[config.mk]
export PLATFORM = sky130hd
export DESIGN_NAME = moving_avg_stream
export DESIGN_NICKNAME = d
export VERILOG_FILES = /design/src/rtl/maf_pkg.sv /design/src/rtl/maf_window.sv /design/src/rtl/moving_avg_stream.sv
export SDC_FILE = /design/constraint.sdc
export NUM_CORES = 1
export LEC_CHECK = 0
export CAP_MARGIN = 25
export CORE_MARGIN = 4
export CORE_UTILIZATION = 50
export DETAILED_ROUTE_END_ITERATION = 10
export GPL_TIMING_DRIVEN = 0
export PLACE_DENSITY = 0.76
export SETUP_SLACK_MARGIN = 0.2
export SLEW_MARGIN = 20
export SYNTH_ARGS = -nofsm -noshare
export SYNTH_HDL_FRONTEND = slang
export SYNTH_SLANG_ARGS = --single-unit
export TNS_END_PERCENT = 10
[constraint.sdc]
create_clock -name clk -period 3 [get_ports clk]
set_input_delay 0.45 -clock clk [delete_from_list [all_inputs] [get_ports clk]]
set_output_delay 0.45 -clock clk [all_outputs]
set_load 0.005 [all_outputs]
[src/rtl/maf_pkg.sv]
// Shared types and constants for the moving-average stream filter.
package maf_pkg;

   typedef enum logic [1:0] {
      IDLE  = 2'd0,
      FETCH = 2'd1,
      DONE  = 2'd2
   } maf_state_t;

   localparam int DEFAULT_EOS = 255;

   // Running sum of M = 2**log2_m samples never exceeds data_w + log2_m bits.
   function automatic int sum_width(input int data_w, input int log2_m);
      return data_w + log2_m;
   endfunction

endpackage

[src/rtl/maf_window.sv]
// M-slot ring buffer with running sum; y is the updated average for the sample on x.
module maf_window
   import maf_pkg::*;
#(
   parameter int DATA_W = 8,
   parameter int LOG2_M = 1
) (
   input  logic              clk,
   input  logic              rst,
   input  logic              clear,
   input  logic              load,
   input  logic              seed,
   input  logic [DATA_W-1:0] x,
   output logic [DATA_W-1:0] y
);

   localparam int M     = 2 ** LOG2_M;
   localparam int SUM_W = sum_width(DATA_W, LOG2_M);

   logic [DATA_W-1:0] ring [M];
   logic [LOG2_M-1:0] ptr;
   logic [SUM_W-1:0]  sum;
   logic [SUM_W-1:0]  sum_next;
   logic [SUM_W-1:0]  x_ext;
   logic [SUM_W-1:0]  oldest_ext;

   // A seeded first sample behaves as if the whole window already held x.
   always_comb begin
      x_ext      = SUM_W'(x);
      oldest_ext = SUM_W'(ring[ptr]);
      if (seed) begin
         sum_next = x_ext << LOG2_M;
      end else begin
         sum_next = sum + x_ext - oldest_ext;
      end
      y = DATA_W'(sum_next >> LOG2_M);
   end

   always_ff @(posedge clk) begin
      if (rst || clear) begin
         for (int i = 0; i < M; i++) begin
            ring[i] <= '0;
         end
         ptr <= '0;
         sum <= '0;
      end else if (load) begin
         if (seed) begin
            for (int i = 0; i < M; i++) begin
               ring[i] <= x;
            end
         end else begin
            ring[ptr] <= x;
         end
         ptr <= ptr + 1'b1;
         sum <= sum_next;
      end
   end

endmodule

[src/rtl/moving_avg_stream.sv]
// Frame-based streaming boxcar filter: pulls ADC samples, emits one M-tap average per sample.
module moving_avg_stream
   import maf_pkg::*;
#(
   parameter int                DATA_W  = 8,
   parameter int                LOG2_M  = 1,
   parameter int                LEN_W   = 8,
   parameter bit                EOS_EN  = 1'b1,
   parameter logic [DATA_W-1:0] EOS_VAL = DATA_W'(DEFAULT_EOS)
) (
   input  logic              clk,
   input  logic              rst,
   input  logic              start,
   input  logic [LEN_W-1:0]  len,
   input  logic              warm_mode,
   output logic              adc_req,
   input  logic              adc_rdy,
   input  logic [DATA_W-1:0] adc_dat,
   output logic              out_valid,
   input  logic              out_ready,
   output logic [DATA_W-1:0] out_data,
   output logic              out_last,
   output logic              busy,
   output logic              done,
   output logic [LEN_W-1:0]  out_count,
   output maf_state_t        state_dbg
);

   // Handshakes: a transfer happens on a rising edge where the offering side (adc_req /
   // out_valid) and the accepting side (adc_rdy / out_ready) are both high. out_valid,
   // out_data and out_last stay stable until accepted; adc_rdy without adc_req is ignored.

   maf_state_t        state;
   maf_state_t        state_next;
   logic [LEN_W-1:0]  len_q;
   logic [LEN_W-1:0]  fetched;
   logic              warm_q;
   logic              start_ok;
   logic              drained;
   logic              out_hs;
   logic              xfer;
   logic              is_eos;
   logic              sample_xfer;
   logic              eos_xfer;
   logic              seed;
   logic [DATA_W-1:0] y;

   assign start_ok    = start && (state == IDLE);
   assign out_hs      = out_valid && out_ready;
   assign drained     = !out_valid || out_ready;
   assign xfer        = adc_req && adc_rdy;
   assign is_eos      = EOS_EN && (adc_dat == EOS_VAL);
   assign sample_xfer = xfer && !is_eos;
   assign eos_xfer    = xfer && is_eos;
   assign seed        = warm_q && (fetched == '0);

   always_ff @(posedge clk) begin
      if (rst) begin
         state <= IDLE;
      end else begin
         state <= state_next;
      end
   end

   always_comb begin
      state_next = state;
      case (state)
         IDLE:  if (start) state_next = (len == '0) ? DONE : FETCH;
         FETCH: if (eos_xfer || ((fetched == len_q) && drained)) state_next = DONE;
         DONE:  state_next = IDLE;
         default: state_next = IDLE;
      endcase
   end

   always_comb begin
      adc_req   = (state == FETCH) && (fetched != len_q) && drained;
      busy      = (state == FETCH);
      done      = (state == DONE);
      state_dbg = state;
   end

   // EOS can only be accepted while the output register is empty or draining this edge,
   // so the previous sample has always left by then and never needs a late out_last.
   always_ff @(posedge clk) begin
      if (rst) begin
         len_q     <= '0;
         warm_q    <= 1'b0;
         fetched   <= '0;
         out_count <= '0;
         out_valid <= 1'b0;
         out_data  <= '0;
         out_last  <= 1'b0;
      end else if (start_ok) begin
         len_q     <= len;
         warm_q    <= warm_mode;
         fetched   <= '0;
         out_count <= '0;
      end else begin
         if (out_hs) begin
            out_count <= out_count + 1'b1;
         end
         if (sample_xfer) begin
            fetched   <= fetched + 1'b1;
            out_valid <= 1'b1;
            out_data  <= y;
            out_last  <= ((fetched + 1'b1) == len_q);
         end else if (out_hs) begin
            out_valid <= 1'b0;
            out_last  <= 1'b0;
         end
      end
   end

   maf_window #(
      .DATA_W (DATA_W),
      .LOG2_M (LOG2_M)
   ) u_window (
      .clk   (clk),
      .rst   (rst),
      .clear (start_ok),
      .load  (sample_xfer),
      .seed  (seed),
      .x     (adc_dat),
      .y     (y)
   );

endmodule

==> key figures <==
Min path
  • Hold crit path type: flop to flop
  • Hold path depth: 2
  • Hold path endpoint: u_window.sum[0]$_SDFFE_PP0P_
  • Min-delay src: u_window.sum[0]$_SDFFE_PP0P_

Global route
  • First-pass GRT wire length: between 10000 and 15000 microns
  • GRT met2 Usage: 35.7%
  • GR Util met1: around 28%
  • Layer with the highest usage: met2
  • Number of global-route vias before repair: slightly above 3000
  • GRT met3 Usage: under 10%
  • Gr ovfl total: 0
  • Pin count of the biggest net entering global routing: 13
  • Initial antenna violation count: 0
  • GRT Util Overall: approximately 22%

Clock tree
  • Cts hold-fix bufs: 0
  • H-tree depth: 3
  • Clock transition at the registers of the reported paths: 70 ps
  • Worst-Skew Late Latency: 360 ps
  • CTS buffer count: 9
  • Clock buffer depth: 2
  • CTS tree: built
  • Clock Sinks: 64
  • CTS root buf: clkbuf_8

Synthesis
  • Syn nets: roughly 450
  • Number of flops mapped to enable cells by yosys: 16
  • Primary FF master, synth: dfxtp_1
  • Flop and latch count out of synthesis: 64
  • Mapped Cells: slightly above 400
  • FFs w/ async S/R, synth: 0%
  • Mapped Area: roughly 3500 sq um
  • Seq/Total Area, Yosys: about two fifths
  • YS warnings: 0
  • Synthesized area per cell: 8.78 sq um
  • Post-synth cell types: between 40 and 50

Timing
  • Final period utilization: a little over nine tenths
  • Worst relative slew slack: a little under three fifths
  • Setup violations, final: 0
  • Setup TNS: 0 ps
  • Fmax: ~350 MHz
  • Final count of hold timing violations: 0
  • Worst Tran Pin Value: 659 ps
  • Unrepaired setup endpoints after global routing: yes
  • WHS: roughly 450 ps
  • Setup ws final: 106 ps
  • Final Slew Violations: 0
  • Final Skew: 12.5 ps
  • Minimum clock period: 2890 ps

Route
  • Drt wl/cell: roughly 16 microns
  • Initial DRC count: ~140
  • Final Routed Wirelength: around 9100 microns
  • Number of remaining DRC errors: 0
  • 1st-pass router iterations: 5
  • Routed via count: 3174
  • ANT nets after route: 0
  • Via density: 5.64

Floorplanning
  • Core outline area: around 7000 sq um
  • Chip height: just over 90 microns
  • IO Pins: 45
  • Full die area: 8490 sq um
  • Rows: 30
  • Initial Util: 51.8%
  • DIE WIDTH: between 90 and 100 microns

Finish
  • Area Overhead vs Synth: 26.4%
  • # fillers: about 620
  • Most common cell after layout, fill and taps aside: dfxtp_1
  • Nets: ~500
  • Most frequent cells in the layout: dfxtp_1 (47), nand2_1 (46), clkdlybuf4s50_1 (41)
  • Layout cell share with drive strength beyond 1: approximately 12%
  • Final core utilization: about two thirds
  • Non-filler cells, final: around 560
  • Storage element area: around 1400 sq um
  • Antenna cell count: 0
  • Area occupied by multi-input gates: approximately 2000 sq um

Setup path
  • Critical path class: flop to flop
  • Worst Path Required: roughly 3200 ps
  • Crit-path max cell delay: between 400 and 500 ps
  • Worst R2R Setup Slack: 110 ps
  • CP Cell Sequence: buf_8 -> buf_4 -> mux2_2 -> fa_1 -> inv_1 -> ha_1 -> or4_4 -> a311o_1 -> o221ai_2 -> a21oi_1
  • R2R Path End: u_window.sum[8]$_SDFFE_PP0P_
  • CP max FO: 7
  • Crit end category: flop
  • Worst reg2reg path depth: 10
  • Setup crit start kind: flop
  • Worst EP arrival: 3110 ps
  • Slowest CP cell: fa_1

Placement
  • Number of I/O port buffers: 43
  • DP Worst Slack: -315 ps
  • Placed cell count: about 540
  • Post-DP HPWL: between 6000 and 7000 microns
  • Placer Congestion: about 0.90

Pwr
  • Pwr Density: 560 nW/um^2
  • LEAKAGE: between 0.0015 and 0.002 uW
  • Max IR drop VDD: approximately 0.34 mV

Status
  • Outcome: finished clean

Run
  • Max cap viols: 0
## layout make-up
type / instances / share of cell area [%]
Inverter: 33 / 2.77
Timing Repair Buffer: 48 / 10.5
Buffer: 18 / 2.01
Tap cell: 96 / 2.69
Clock buffer: 10 / 3.33
Multi-Input combinational cell: 288 / 44.5
Clock inverter: 6 / 1.96
Sequential cell: 64 / 32.3
## worst max-delay path by stage
| stage | start | to | slack [ps] | depth (start not counted) |
|---|---|---|---|---|
| after floorplan | flop | out_data[7]$_SDFFE_PP0P_ | 240 | 10 |
| after global placement | adc_dat[1] | u_window.sum[8]$_SDFFE_PP0P_ | -300 | 10 |
| after detailed placement | adc_dat[1] | u_window.sum[8]$_SDFFE_PP0P_ | -320 | 10 |
| after CTS | flop | u_window.sum[4]$_SDFFE_PP0P_ | 110 | 11 |
| after global routing | flop | u_window.sum[8]$_SDFFE_PP0P_ | 40 | 10 |
| final | flop | u_window.sum[8]$_SDFFE_PP0P_ | 110 | 10 |
## metrics by stage
| stage | total power, uW | cell area [sq um] |
|---|---|---|
| after detailed placement | 1530 | 4110 |
| after global placement | 1520 | 4100 |
| after floorplan | 1360 | 3550 |
| final | 2510 | 4470 |
| after CTS | 2460 | 4420 |
| after global routing | 2620 | 4470 |
## cells in the mapped netlist, types with 2 or more instances
| library cell | n | area [sq um] |
|---|---|---|
| nand2b_1 | 2 | 12.5 |
| o31ai_1 | 2 | 15.0 |
| o21a_1 | 3 | 22.5 |
| nand2_1 | 46 | 173 |
| xnor2_1 | 6 | 52.6 |
| and2_1 | 17 | 106 |
| xor2_1 | 14 | 123 |
| a211o_1 | 2 | 17.5 |
| nand3_1 | 7 | 35.0 |
| nand4_1 | 8 | 50.1 |
| and3_1 | 3 | 18.8 |
| a211oi_1 | 13 | 97.6 |
| dfxtp_1 | 48 | 961 |
| a21oi_1 | 29 | 145 |
| o21ai_0 | 27 | 135 |
| a21o_1 | 2 | 15.0 |
| mux2i_1 | 3 | 30.0 |
| nor2b_1 | 3 | 18.8 |
| o21bai_1 | 2 | 15.0 |
| o211ai_1 | 2 | 15.0 |
| a31oi_1 | 5 | 31.3 |
| inv_1 | 33 | 124 |
| nor2_1 | 23 | 86.3 |
| buf_2 | 6 | 30.0 |
| nor4_1 | 7 | 43.8 |
| mux2_2 | 7 | 78.8 |
| nor3_1 | 12 | 60.1 |
| or3_1 | 6 | 37.5 |
| clkbuf_1 | 11 | 41.3 |
| ha_1 | 12 | 150 |
| fa_1 | 8 | 160 |
| edfxtp_1 | 16 | 480 |
| or4_1 | 4 | 30.0 |
## logic make-up after synthesis
logic type,count (synthesis),share of synthesized area (%)
AOI/OAI and AO/OA,97,17.0
xor gates and xnor gates,20,4.95
DFF,64,40.7
buffers and inverters,51,5.73
muxes,10,3.08
and+or+nand+nor,141,19.8
adders and majority gates,20,8.77
## state kept, by name (all words and copies together) (netlist names), named ones only
signal / count
out_data: 8
u_window.ptr: 1
state_dbg: 2
u_window.ring: 16
out_valid: 1
fetched: 8
out_last: 1
out_count: 8
u_window.sum: 9
warm_q: 1
len_q: 8
## layer usage
layer	up-vias	wire, microns
li1	1539	-
met1	1498	4020
met2	113	4230
met3	24	650
met4	0	211
met5	-	0
## repair_timing
action,in CTS,in global routing
endpoints found under the setup margin,12,27
buffers inserted,3,1
pin swaps,9,5
resized for setup,14,11
endpoints found under the hold margin,0,0
## worst max-delay path, delay by kind of cell (launching register included)
kind | cells | cell delay, ps
AOI/OAI and AO/OA | 3 | 540
adders and majority gates | 2 | 830
buffers and inverters | 3 | 280
DFF | 1 | 330
muxes | 1 | 340
and+or+nand+nor | 1 | 440
## report_power, final
part	leakage (uW)	internal, uW	total (uW)	switching (uW)
Sequential	0.000564	934	961	26.9
Combinational	0.00105	294	658	364
Clock	0.000118	520	887	367
(Power assumes the default switching activity.)
